<file path="src/rtl/calc_seq_if.sv">
// Bundle of the keypad-token, converter and evaluator signals around calc_seq.
// The slave modport is the sequencer's view; master is the surrounding datapath.
interface calc_seq_if;
  logic        tok_valid;
  logic [32:0] tok_data;
  logic        tok_ready;
  logic        cv_clr;
  logic        cv_buf_not_empty;
  logic [32:0] cv_in;
  logic        cv_rd;
  logic        cv_wr;
  logic [32:0] cv_out;
  logic        cv_done;
  logic        ev_valid;
  logic [32:0] ev_data;
  logic        ev_done;
  logic [31:0] ev_result;
  logic        ev_err;
  logic        busy;
  logic [31:0] result;
  logic        result_valid;
  logic        err;
  logic [2:0]  err_code;

  modport slave (
    input  tok_valid, tok_data, cv_rd, cv_wr, cv_out, cv_done,
           ev_done, ev_result, ev_err,
    output tok_ready, cv_clr, cv_buf_not_empty, cv_in, ev_valid, ev_data,
           busy, result, result_valid, err, err_code
  );

  modport master (
    output tok_valid, tok_data, cv_rd, cv_wr, cv_out, cv_done,
           ev_done, ev_result, ev_err,
    input  tok_ready, cv_clr, cv_buf_not_empty, cv_in, ev_valid, ev_data,
           busy, result, result_valid, err, err_code
  );
endinterface

</file>
<file path="src/rtl/calc_seq.sv">
// Calculator sequencer: buffers one expression, checks parens, feeds the
// infix-to-postfix converter, syntax-checks its output and latches the result.
module calc_seq #(
  parameter int DEPTH   = 16,
  parameter int TIMEOUT = 1024
) (
  input logic       clk,
  input logic       rst,
  calc_seq_if.slave bus
);
  localparam int AW = $clog2(DEPTH);
  localparam int DW = AW + 2;
  localparam int IW = $clog2(TIMEOUT + 1);

  localparam logic [3:0] OP_ADD   = 4'd1;
  localparam logic [3:0] OP_DIV   = 4'd4;
  localparam logic [3:0] OP_LPAR  = 4'd5;
  localparam logic [3:0] OP_RPAR  = 4'd6;
  localparam logic [3:0] OP_STOP  = 4'd7;
  localparam logic [3:0] OP_CLEAR = 4'd8;

  localparam logic [2:0] ERR_NONE    = 3'd0;
  localparam logic [2:0] ERR_PAREN   = 3'd1;
  localparam logic [2:0] ERR_OVF     = 3'd2;
  localparam logic [2:0] ERR_SYNTAX  = 3'd3;
  localparam logic [2:0] ERR_TIMEOUT = 3'd4;
  localparam logic [2:0] ERR_ARITH   = 3'd5;

  localparam logic [32:0] STOP_TOKEN = {1'b1, 28'd0, OP_STOP};

  typedef enum logic [2:0] {
    IDLE, COLLECT, CONVERT, FLUSH, EVAL_WAIT, DONE, ERROR
  } state_t;

  state_t             state_reg, state_next;
  logic [32:0]        mem [DEPTH];
  logic [AW:0]        wr_ptr_reg, wr_ptr_next;
  logic [AW:0]        rd_ptr_reg, rd_ptr_next;
  logic signed [5:0]  paren_reg, paren_next;
  logic [DW-1:0]      depth_reg, depth_next;
  logic [IW-1:0]      idle_reg, idle_next;
  logic               cv_clr_reg, cv_clr_next;
  logic               ev_valid_reg, ev_valid_next;
  logic [32:0]        ev_data_reg, ev_data_next;
  logic [31:0]        result_reg, result_next;
  logic               result_valid_reg, result_valid_next;
  logic               err_reg, err_next;
  logic [2:0]         err_code_reg, err_code_next;
  logic               mem_we;
  logic [AW-1:0]      mem_waddr;
  logic               err_hit;
  logic [2:0]         err_hit_code;

  logic               tok_is_op, is_clear, restart, fifo_empty, base_full;
  logic [3:0]         tok_code;
  logic [AW:0]        base_wr, base_rd;
  logic signed [5:0]  base_paren, paren_inc, paren_dec;
  logic               cv_is_binary;

  assign tok_is_op  = bus.tok_data[32];
  assign tok_code   = bus.tok_data[3:0];
  assign is_clear   = bus.tok_valid && tok_is_op && (tok_code == OP_CLEAR);
  // A token arriving in IDLE/DONE/ERROR starts a fresh expression, so it is
  // evaluated against an empty FIFO and a zeroed paren counter.
  assign restart    = state_reg inside {IDLE, DONE, ERROR};
  assign fifo_empty = (wr_ptr_reg == rd_ptr_reg);
  assign base_wr    = restart ? '0 : wr_ptr_reg;
  assign base_rd    = restart ? '0 : rd_ptr_reg;
  assign base_paren = restart ? 6'sd0 : paren_reg;
  assign paren_inc  = base_paren + 6'sd1;
  assign paren_dec  = base_paren - 6'sd1;
  assign base_full  = (base_wr[AW] != base_rd[AW]) &&
                      (base_wr[AW-1:0] == base_rd[AW-1:0]);
  assign cv_is_binary = bus.cv_out[32] && (bus.cv_out[3:0] >= OP_ADD) &&
                        (bus.cv_out[3:0] <= OP_DIV);

  always_comb begin
    state_next        = state_reg;
    wr_ptr_next       = wr_ptr_reg;
    rd_ptr_next       = rd_ptr_reg;
    paren_next        = paren_reg;
    depth_next        = depth_reg;
    idle_next         = '0;
    cv_clr_next       = 1'b0;
    ev_valid_next     = 1'b0;
    ev_data_next      = '0;
    result_next       = result_reg;
    result_valid_next = result_valid_reg;
    err_next          = err_reg;
    err_code_next     = err_code_reg;
    mem_we            = 1'b0;
    mem_waddr         = base_wr[AW-1:0];
    err_hit           = 1'b0;
    err_hit_code      = ERR_NONE;

    if (is_clear) begin
      state_next        = IDLE;
      wr_ptr_next       = '0;
      rd_ptr_next       = '0;
      paren_next        = 6'sd0;
      depth_next        = '0;
      cv_clr_next       = 1'b1;
      result_valid_next = 1'b0;
      err_next          = 1'b0;
      err_code_next     = ERR_NONE;
    end else begin
      case (state_reg)
        IDLE, COLLECT, DONE, ERROR: begin
          if (bus.tok_valid) begin
            if (restart) begin
              state_next        = COLLECT;
              wr_ptr_next       = '0;
              rd_ptr_next       = '0;
              paren_next        = 6'sd0;
              cv_clr_next       = 1'b1;
              result_valid_next = 1'b0;
              err_next          = 1'b0;
              err_code_next     = ERR_NONE;
            end
            if (base_full) begin
              err_hit      = 1'b1;
              err_hit_code = ERR_OVF;
            end else if (tok_is_op && tok_code == OP_RPAR && paren_dec < 6'sd0) begin
              err_hit      = 1'b1;
              err_hit_code = ERR_PAREN;
            end else begin
              mem_we      = 1'b1;
              wr_ptr_next = base_wr + (AW+1)'(1);
              if (tok_is_op && tok_code == OP_LPAR) paren_next = paren_inc;
              if (tok_is_op && tok_code == OP_RPAR) paren_next = paren_dec;
              if (tok_is_op && tok_code == OP_STOP) begin
                if (base_paren != 6'sd0) begin
                  err_hit      = 1'b1;
                  err_hit_code = ERR_PAREN;
                end else begin
                  state_next = CONVERT;
                  depth_next = '0;
                end
              end
            end
          end
        end
        CONVERT: begin
          if (bus.cv_rd && !fifo_empty) rd_ptr_next = rd_ptr_reg + (AW+1)'(1);
          // cv_done is only honoured on a cycle without cv_wr so the last
          // postfix token drains before FLUSH drives STOP.
          if (bus.cv_wr) begin
            if (cv_is_binary) begin
              if (depth_reg < DW'(2)) begin
                err_hit      = 1'b1;
                err_hit_code = ERR_SYNTAX;
              end else begin
                depth_next = depth_reg - DW'(1);
              end
            end else if (!bus.cv_out[32]) begin
              depth_next = depth_reg + DW'(1);
            end
          end else if (bus.cv_done) begin
            if (depth_reg == DW'(1)) begin
              state_next = FLUSH;
            end else begin
              err_hit      = 1'b1;
              err_hit_code = ERR_SYNTAX;
            end
          end else if (!bus.cv_rd) begin
            if (idle_reg == IW'(TIMEOUT - 1)) begin
              err_hit      = 1'b1;
              err_hit_code = ERR_TIMEOUT;
            end else begin
              idle_next = idle_reg + IW'(1);
            end
          end
        end
        FLUSH: state_next = EVAL_WAIT;
        EVAL_WAIT: begin
          if (bus.ev_done) begin
            if (bus.ev_err) begin
              err_hit      = 1'b1;
              err_hit_code = ERR_ARITH;
            end else begin
              result_next       = bus.ev_result;
              result_valid_next = 1'b1;
              state_next        = DONE;
            end
          end
        end
        default: state_next = IDLE;
      endcase

      if (err_hit) begin
        state_next        = ERROR;
        err_next          = 1'b1;
        err_code_next     = err_hit_code;
        result_valid_next = 1'b0;
      end
    end

    ev_valid_next = (state_reg == CONVERT) && bus.cv_wr && (state_next == CONVERT);
    ev_data_next  = ev_valid_next ? bus.cv_out : '0;
  end

  always_ff @(posedge clk) begin
    if (mem_we) mem[mem_waddr] <= bus.tok_data;
  end

  always_ff @(posedge clk) begin
    if (rst) begin
      state_reg        <= IDLE;
      wr_ptr_reg       <= '0;
      rd_ptr_reg       <= '0;
      paren_reg        <= 6'sd0;
      depth_reg        <= '0;
      idle_reg         <= '0;
      cv_clr_reg       <= 1'b0;
      ev_valid_reg     <= 1'b0;
      ev_data_reg      <= '0;
      result_reg       <= '0;
      result_valid_reg <= 1'b0;
      err_reg          <= 1'b0;
      err_code_reg     <= ERR_NONE;
    end else begin
      state_reg        <= state_next;
      wr_ptr_reg       <= wr_ptr_next;
      rd_ptr_reg       <= rd_ptr_next;
      paren_reg        <= paren_next;
      depth_reg        <= depth_next;
      idle_reg         <= idle_next;
      cv_clr_reg       <= cv_clr_next;
      ev_valid_reg     <= ev_valid_next;
      ev_data_reg      <= ev_data_next;
      result_reg       <= result_next;
      result_valid_reg <= result_valid_next;
      err_reg          <= err_next;
      err_code_reg     <= err_code_next;
    end
  end

  assign bus.tok_ready        = !rst && (state_reg inside {IDLE, COLLECT, DONE, ERROR});
  assign bus.cv_clr           = cv_clr_reg;
  assign bus.cv_buf_not_empty = (state_reg == CONVERT) && !fifo_empty;
  assign bus.cv_in            = fifo_empty ? '0 : mem[rd_ptr_reg[AW-1:0]];
  assign bus.ev_valid         = ev_valid_reg || (state_reg == FLUSH);
  assign bus.ev_data          = (state_reg == FLUSH) ? STOP_TOKEN : ev_data_reg;
  assign bus.busy             = state_reg inside {COLLECT, CONVERT, EVAL_WAIT};
  assign bus.result           = result_reg;
  assign bus.result_valid     = result_valid_reg;
  assign bus.err              = err_reg;
  assign bus.err_code         = err_code_reg;
endmodule
</file>
<file path="src/flat_wrapper.sv">
// flat-port wrapper written by rule: the top's interface ports become plain ports
module calc_seq_flat 
#(
  parameter int DEPTH   = 16,
  parameter int TIMEOUT = 1024
)
  (clk, rst, bus_tok_valid, bus_tok_data, bus_cv_rd, bus_cv_wr, bus_cv_out, bus_cv_done, bus_ev_done, bus_ev_result, bus_ev_err, bus_tok_ready, bus_cv_clr, bus_cv_buf_not_empty, bus_cv_in, bus_ev_valid, bus_ev_data, bus_busy, bus_result, bus_result_valid, bus_err, bus_err_code);
  calc_seq_if bus_i ();
  input logic clk;
  input logic rst;
  input wire logic [$bits(bus_i.tok_valid)-1:0] bus_tok_valid;
  input wire logic [$bits(bus_i.tok_data)-1:0] bus_tok_data;
  input wire logic [$bits(bus_i.cv_rd)-1:0] bus_cv_rd;
  input wire logic [$bits(bus_i.cv_wr)-1:0] bus_cv_wr;
  input wire logic [$bits(bus_i.cv_out)-1:0] bus_cv_out;
  input wire logic [$bits(bus_i.cv_done)-1:0] bus_cv_done;
  input wire logic [$bits(bus_i.ev_done)-1:0] bus_ev_done;
  input wire logic [$bits(bus_i.ev_result)-1:0] bus_ev_result;
  input wire logic [$bits(bus_i.ev_err)-1:0] bus_ev_err;
  output wire logic [$bits(bus_i.tok_ready)-1:0] bus_tok_ready;
  output wire logic [$bits(bus_i.cv_clr)-1:0] bus_cv_clr;
  output wire logic [$bits(bus_i.cv_buf_not_empty)-1:0] bus_cv_buf_not_empty;
  output wire logic [$bits(bus_i.cv_in)-1:0] bus_cv_in;
  output wire logic [$bits(bus_i.ev_valid)-1:0] bus_ev_valid;
  output wire logic [$bits(bus_i.ev_data)-1:0] bus_ev_data;
  output wire logic [$bits(bus_i.busy)-1:0] bus_busy;
  output wire logic [$bits(bus_i.result)-1:0] bus_result;
  output wire logic [$bits(bus_i.result_valid)-1:0] bus_result_valid;
  output wire logic [$bits(bus_i.err)-1:0] bus_err;
  output wire logic [$bits(bus_i.err_code)-1:0] bus_err_code;
  assign bus_i.tok_valid = bus_tok_valid;
  assign bus_i.tok_data = bus_tok_data;
  assign bus_i.cv_rd = bus_cv_rd;
  assign bus_i.cv_wr = bus_cv_wr;
  assign bus_i.cv_out = bus_cv_out;
  assign bus_i.cv_done = bus_cv_done;
  assign bus_i.ev_done = bus_ev_done;
  assign bus_i.ev_result = bus_ev_result;
  assign bus_i.ev_err = bus_ev_err;
  assign bus_tok_ready = bus_i.tok_ready;
  assign bus_cv_clr = bus_i.cv_clr;
  assign bus_cv_buf_not_empty = bus_i.cv_buf_not_empty;
  assign bus_cv_in = bus_i.cv_in;
  assign bus_ev_valid = bus_i.ev_valid;
  assign bus_ev_data = bus_i.ev_data;
  assign bus_busy = bus_i.busy;
  assign bus_result = bus_i.result;
  assign bus_result_valid = bus_i.result_valid;
  assign bus_err = bus_i.err;
  assign bus_err_code = bus_i.err_code;
  calc_seq #(.DEPTH(DEPTH), .TIMEOUT(TIMEOUT)) u_core (.clk(clk), .rst(rst), .bus(bus_i));
endmodule
</file>
<file path="config.mk">
export PLATFORM = sky130hd
export DESIGN_NAME = calc_seq_flat
export DESIGN_NICKNAME = d
export VERILOG_FILES = /design/src/rtl/calc_seq_if.sv /design/src/rtl/calc_seq.sv /design/src/flat_wrapper.sv
export SDC_FILE = /design/constraint.sdc
export NUM_CORES = 1
export LEC_CHECK = 0
export BUFFER_PORTS_ARGS = -buffer_cell sky130_fd_sc_hd__buf_2
export CAP_MARGIN = 25
export CORE_MARGIN = 2
export CORE_UTILIZATION = 54
export CTS_CLUSTER_DIAMETER = 30
export DETAILED_ROUTE_END_ITERATION = 8
export GPL_TIMING_DRIVEN = 0
export PLACE_DENSITY = 0.75
export SETUP_SLACK_MARGIN = 0.1
export SLEW_MARGIN = 20
export SYNTH_ARGS = -nofsm -noshare
export SYNTH_HDL_FRONTEND = slang
export SYNTH_SLANG_ARGS = --single-unit
export TNS_END_PERCENT = 20
</file>
<file path="constraint.sdc">
create_clock -name clk -period 3.3 [get_ports clk]
set_input_delay 0.165 -clock clk [delete_from_list [all_inputs] [get_ports clk]]
set_output_delay 0.165 -clock clk [all_outputs]
set_load 0.03 [all_outputs]
</file>
* Word level (Yosys, flattened, before mapping)
Memories as Yosys holds them, arrays and structs flattened. A register that Yosys moved wholly into a read port is not among the register bits. Cells that the tools add are included.
Cells by class: mux-type cells 93, bitwise logic cells 4, equality and inequality tests 28, add/subtract/negate cells 7, $lt $le $gt $ge 4, reduce and logical (&&, ||, !) cells 38
Operators with widths (number):
- 3-bit 2-to-1 mux | 28
- 6-bit 2-to-1 mux | 14
- 33-bit 2-to-1 mux | 2
- 1-bit 2-to-1 mux | 33
- 5-bit 2-to-1 mux | 6
- 1-bit logical AND | 14
- 2-bit != test, second input constant | 7
- 4-bit by 3-bit == test with 1-bit output, second input constant | 3
- 3-bit one-hot mux with 4 select lines | 1
- 6-bit one-hot mux with 2 select lines | 1
- 11-bit by 1-bit adder with 11-bit output, second input constant | 1
- 11-bit by 10-bit == test with 1-bit output, second input constant | 1
- 5-bit by 1-bit adder with 5-bit output, second input constant | 2
- 5-bit one-hot mux with 2 select lines | 1
- 2-bit nonzero test | 5
- 3-bit by 2-bit == test with 1-bit output, second input constant | 3
- 3-bit == test, second input constant | 3
- 3-bit one-hot mux with 3 select lines | 1
- 9-bit AND reduction | 1
- 4-bit 2-to-1 mux | 2
- 7-bit OR reduction | 1
- 6-bit by 1-bit adder with 6-bit output, second input constant | 1
- 6-bit by 2-bit adder with 6-bit output, second input constant | 1
- 6-bit by 1-bit == test with 1-bit output, second input constant | 1
- 31 further kinds | 41
Word-level totals: input bits 106, bits in registers 108, memories kept 1, output and inout bits 108, bits in writable memories 528
Memories:
- u_core.mem | depth 16, width 33, rd ports 1, clocked after Yosys merged registers in 1, write ports 1, RTL line calc_seq.sv:36 | logic [32:0] mem [DEPTH];

* Logic depth before layout (Yosys ltp)
word-level depth 17, mapped depth 12, gate-level depth less buffers 10

* Least setup slack after synthesis
No wires, ideal clock.
kind register -> register, start register u_core.paren_reg[2], end memory u_core.mem[10][0], enable pin, period minus slack after synthesis 3.196 ns, stages on the path, launching flop included 8, setup time 0.393 ns, buffers on the path 1, slack 0.104 ns, arrival time 2.803 ns, cell sequence dfxtp_1 -> clkbuf_1 -> or3_1 -> o31a_1 -> o31ai_1 -> nand4_1 -> nor4_1 -> and2_1
On the way: longest elaborated chain between the ends 11
RTL lines:
- start: declaration | RTL line calc_seq.sv:39 | logic signed [5:0] paren_reg, paren_next;
- start signal: assignment | RTL line calc_seq.sv:225 | paren_reg <= paren_next;
- 6-bit 2-to-1 mux | RTL line calc_seq.sv:69 | assign base_paren = restart ? 6'sd0 : paren_reg;
- 6-bit by 2-bit subtractor with 6-bit output | RTL line calc_seq.sv:71 | assign paren_dec = base_paren - 6'sd1;
- 6-bit by 1-bit < comparator with 1-bit output | RTL line calc_seq.sv:123 | end else if (tok_is_op && tok_code == OP_RPAR && paren_dec < 6'sd0) begin
- 1-bit logical AND | RTL line calc_seq.sv:123
- 1-bit 2-to-1 mux | RTL line calc_seq.sv:123
- 1-bit 2-to-1 mux | RTL line calc_seq.sv:120 | if (base_full) begin
- 1-bit 2-to-1 mux | RTL line calc_seq.sv:109 | if (bus.tok_valid) begin
- 1-bit 2-to-1 mux | RTL line calc_seq.sv:107 | case (state_reg)
- 1-bit 2-to-1 mux | RTL line calc_seq.sv:96 | if (is_clear) begin
- 1-bit 2-to-1 mux | RTL line calc_seq.sv:203 | if (mem_we) mem[mem_waddr] <= bus.tok_data;
- 1-bit 2-to-1 mux (not written as such) | RTL line calc_seq.sv:203
- end: declaration | RTL line calc_seq.sv:36
No other way between the ends.

==> results.ini <==
[status]
status = finished clean

[route]
post_drt_wl_per_cell_um = 27.29
drc = 0
drt-initial-drc-count = 1779
route.detailed.vias_per_inst = 6.098
postRouteAntennaNets = 0
detailedRoute.firstPassIterationCount = 8
finalWirelength_um = 71340
total_number_of_vias = 15940

[timing]
final.min_clock_period_ns = 3.215
final.period_utilization = 0.9742
clock.fmax_ghz = 0.3111
final_hold_viol_count = 0
max_slew_margin = 0.2698
setup_repair_after_global_routing_missed_its_margin = yes
slew_at_the_pin_closest_to_its_max_slew_limit_ns = 1.088
final-max-slew-violation-count = 0
fin_setup_tns_ns = 0
final.setup_skew_ns = 0.02867
setup-violations-final = 0

[clock_network]
cts-buffers-inserted = 108
root_buffer = sky130_fd_sc_hd__clkbuf_16
h-tree-depth = 3
clock_path_buffers = 3
clkLatencyLatePin_ns = 0.66
tritoncts_num_sinks = 640
tritoncts_clock_tree = done
clkTransAtPathRegs_ns = 0.06

[yosys]
dominantRegCellSynth = sky130_fd_sc_hd__edfxtp_1
synth_edf_count = 528
area_share_of_the_leading_cell_type_in_the_synthesized_netlist = 0.6295
post_synth.cell_area_avg_um2 = 17.58
synth_fp_nets = 1550
yosys.cell_types.count = 56
yosys_register_bits = 640
yosys_warns = 0
synth_sequential_area_ratio = 0.7186
netlist_top_cells_area = sky130_fd_sc_hd__edfxtp_1, sky130_fd_sc_hd__mux4_2, sky130_fd_sc_hd__dfxtp_1
post_synth_instance_area_um2 = 25190
most_area_hungry_cell_type_in_the_yosys_netlist = sky130_fd_sc_hd__edfxtp_1
synthArstFlopShare = 0
postSynthCellCount = 1433

[power]
powerDensity_nw_per_um2 = 636.7
total_power_after_layout_w = 0.02095
p_sw_frac = 0.2220
cell_internal_power_w = 0.01630
seq_power_share = 0.422
total_leakage_power_nw = 11.46
pwr-share-comb = 0.043
netSwitchingPower_w = 0.004651
max_rail_drop_vdd_uv = 558.0
pwr-share-clk = 0.535

[grt]
grt_pass1_vias = 16610
overflow = 0
grt_use_total = 0.3016
largest_net_degree_at_the_start_of_global_routing = 24
grt_pass1_wl_um = 104700
antenna_violations_before_repair = 2

[placement]
place.port_buffers = 212
placed_cells = 2272
place.detailed.hpwl_um = 35730
place.gp.congestion = 0.8510
dpl_cell_area_um2 = 27440

[die]
initial_utilization = 0.5444
fp-row-count = 79
ioPinCount = 214
floorplan.die.width_um = 220.0
dieArea_um2 = 48380
core-area_um2 = 46260
die_y_um = 220.0

[layout]
filler_cell_count = 2636
nNetsFinal = 2031
area_growth_pct = 30.66
finish.cell_count_without_fillers = 2614
drive_above_1_share = 0.3395
largest_register_ff_count = 528
layout_common_cells = sky130_fd_sc_hd__edfxtp_1, sky130_fd_sc_hd__buf_2, sky130_fd_sc_hd__mux4_2
final_util = 0.7114
final_cell_area_um2 = 32910
layout.cells.most_common = sky130_fd_sc_hd__edfxtp_1

[critical_path]
worstSetupStartpointType = flip-flop
endpoint_kind = output pin
criticalPathCategory = reg2out
r2r.worst_path.cells = 9
critical_path_required_ns = 3.13
critical_path_peak_fanout = 10
rrSetupSlack_ns = 0.24
cp-endpoint = bus_cv_in[29]
critical_path_arrival_ns = 3.05
reg2reg_from = u_core.paren_reg[2]
worst_r2r_endpoint = u_core.mem[0][18]

[run]
drv_cap = 0

[worst_hold_path]
min-delay-path-class = in2reg
hold_depth = 4

-- per-layer routing --
| layer | share of wire | GRT usage |
|---|---|---|
| met5 | 0.00018 | 0 |
| met4 | 0.036 | 0.1186 |
| met3 | 0.091 | 0.06763 |
| met2 | 0.51 | 0.5181 |
| met1 | 0.36 | 0.3736 |
-- stage by stage --
| step | hold WS [ns] | setup WS (ns) |
|---|---|---|
| global placement | 0.3797 | -1.333 |
| finish | 0.05739 | 0.08530 |
| global route | 0.03313 | 0.05280 |
| CTS | 0.01828 | 0.05383 |
| detailed placement | 0.3885 | -0.4616 |
| floorplan | 0.2639 | 0.1043 |
-- Yosys cell counts, drive strengths merged, types with 6 or more instances --
master and instances:
a311oi 8, nor3 14, xnor2 10, clkbuf 65
edfxtp 528, xor2 10, mux4 165, o31ai 6
dfxtp 112, inv 14, ha 11, nor2 63
nand3 20, nand2b 7, and2 51, a21oi 56
nand4 9, nand2 137, nor2b 38, buf 17
and3 11, o21ai 15, a31oi 7
-- timing repair --
action | in CTS | in global routing
gates resized for setup | 128 | 31
setup endpoints to repair | 564 | 426
pin swaps | 8 | 6
cloned | 4 | 0
hold buffers | 107 | 0
hold endpoints to repair | 599 | 0
buffers inserted | 15 | 13
-- power groups by stage --
stage / combinational, W / sequential, W / clock (W)
floorplan: 0.000397 / 0.00900 / 0
global placement: 0.000706 / 0.00899 / 0
detailed placement: 0.000738 / 0.00899 / 0
CTS: 0.000865 / 0.00884 / 0.0112
global route: 0.000945 / 0.00884 / 0.0116
finish: 0.000896 / 0.00884 / 0.0112
-- worst min-delay path by stage --
stage / from / to / slack, ns
final: bus_cv_rd / u_core.idle_reg[10] / 0.06
after global routing: bus_cv_rd / u_core.idle_reg[10] / 0.03
after CTS: bus_cv_rd / u_core.idle_reg[10] / 0.02
after detailed placement: bus_cv_out[12] / u_core.ev_data_reg[12] / 0.39
after global placement: bus_cv_out[10] / u_core.ev_data_reg[10] / 0.38
after floorplan: bus_tok_data[0] / u_core.mem[0][0] / 0.26
-- logic make-up after synthesis --
group                      share of synthesized area
DFF                                           0.7186
and+or+nand+nor                              0.07457
muxes                                         0.1492
AOI/OAI and AO/OA                            0.02961
buffers and inverters                        0.01560
xor gates and xnor gates                    0.006955
adders and majority gates                   0.005465
-- critical path, cell delays in order, from the launching register on --
cell                              delay (ns)
sky130_fd_sc_hd__dfxtp_1                0.34
sky130_fd_sc_hd__buf_1                  0.36
sky130_fd_sc_hd__clkdlybuf4s15_1        0.77
sky130_fd_sc_hd__mux4_2                 0.36
sky130_fd_sc_hd__nor2b_1                0.29
sky130_fd_sc_hd__buf_2                  0.27
-- cell type report --
type | count | area [um2] | share of cell area
Antenna cell | 1 | 2.502 | 0.00007604
Buffer | 82 | 581.8 | 0.01768
Clock buffer | 127 | 2815 | 0.08555
Clock inverter | 75 | 835.8 | 0.02540
Inverter | 14 | 52.55 | 0.001597
Multi-Input combinational cell | 701 | 6863 | 0.2085
Sequential cell | 640 | 18100 | 0.5500
Tap cell | 607 | 759.5 | 0.02308
Timing Repair Buffer | 367 | 2899 | 0.08810
Note: power is estimated with default switching activity, not from simulation.
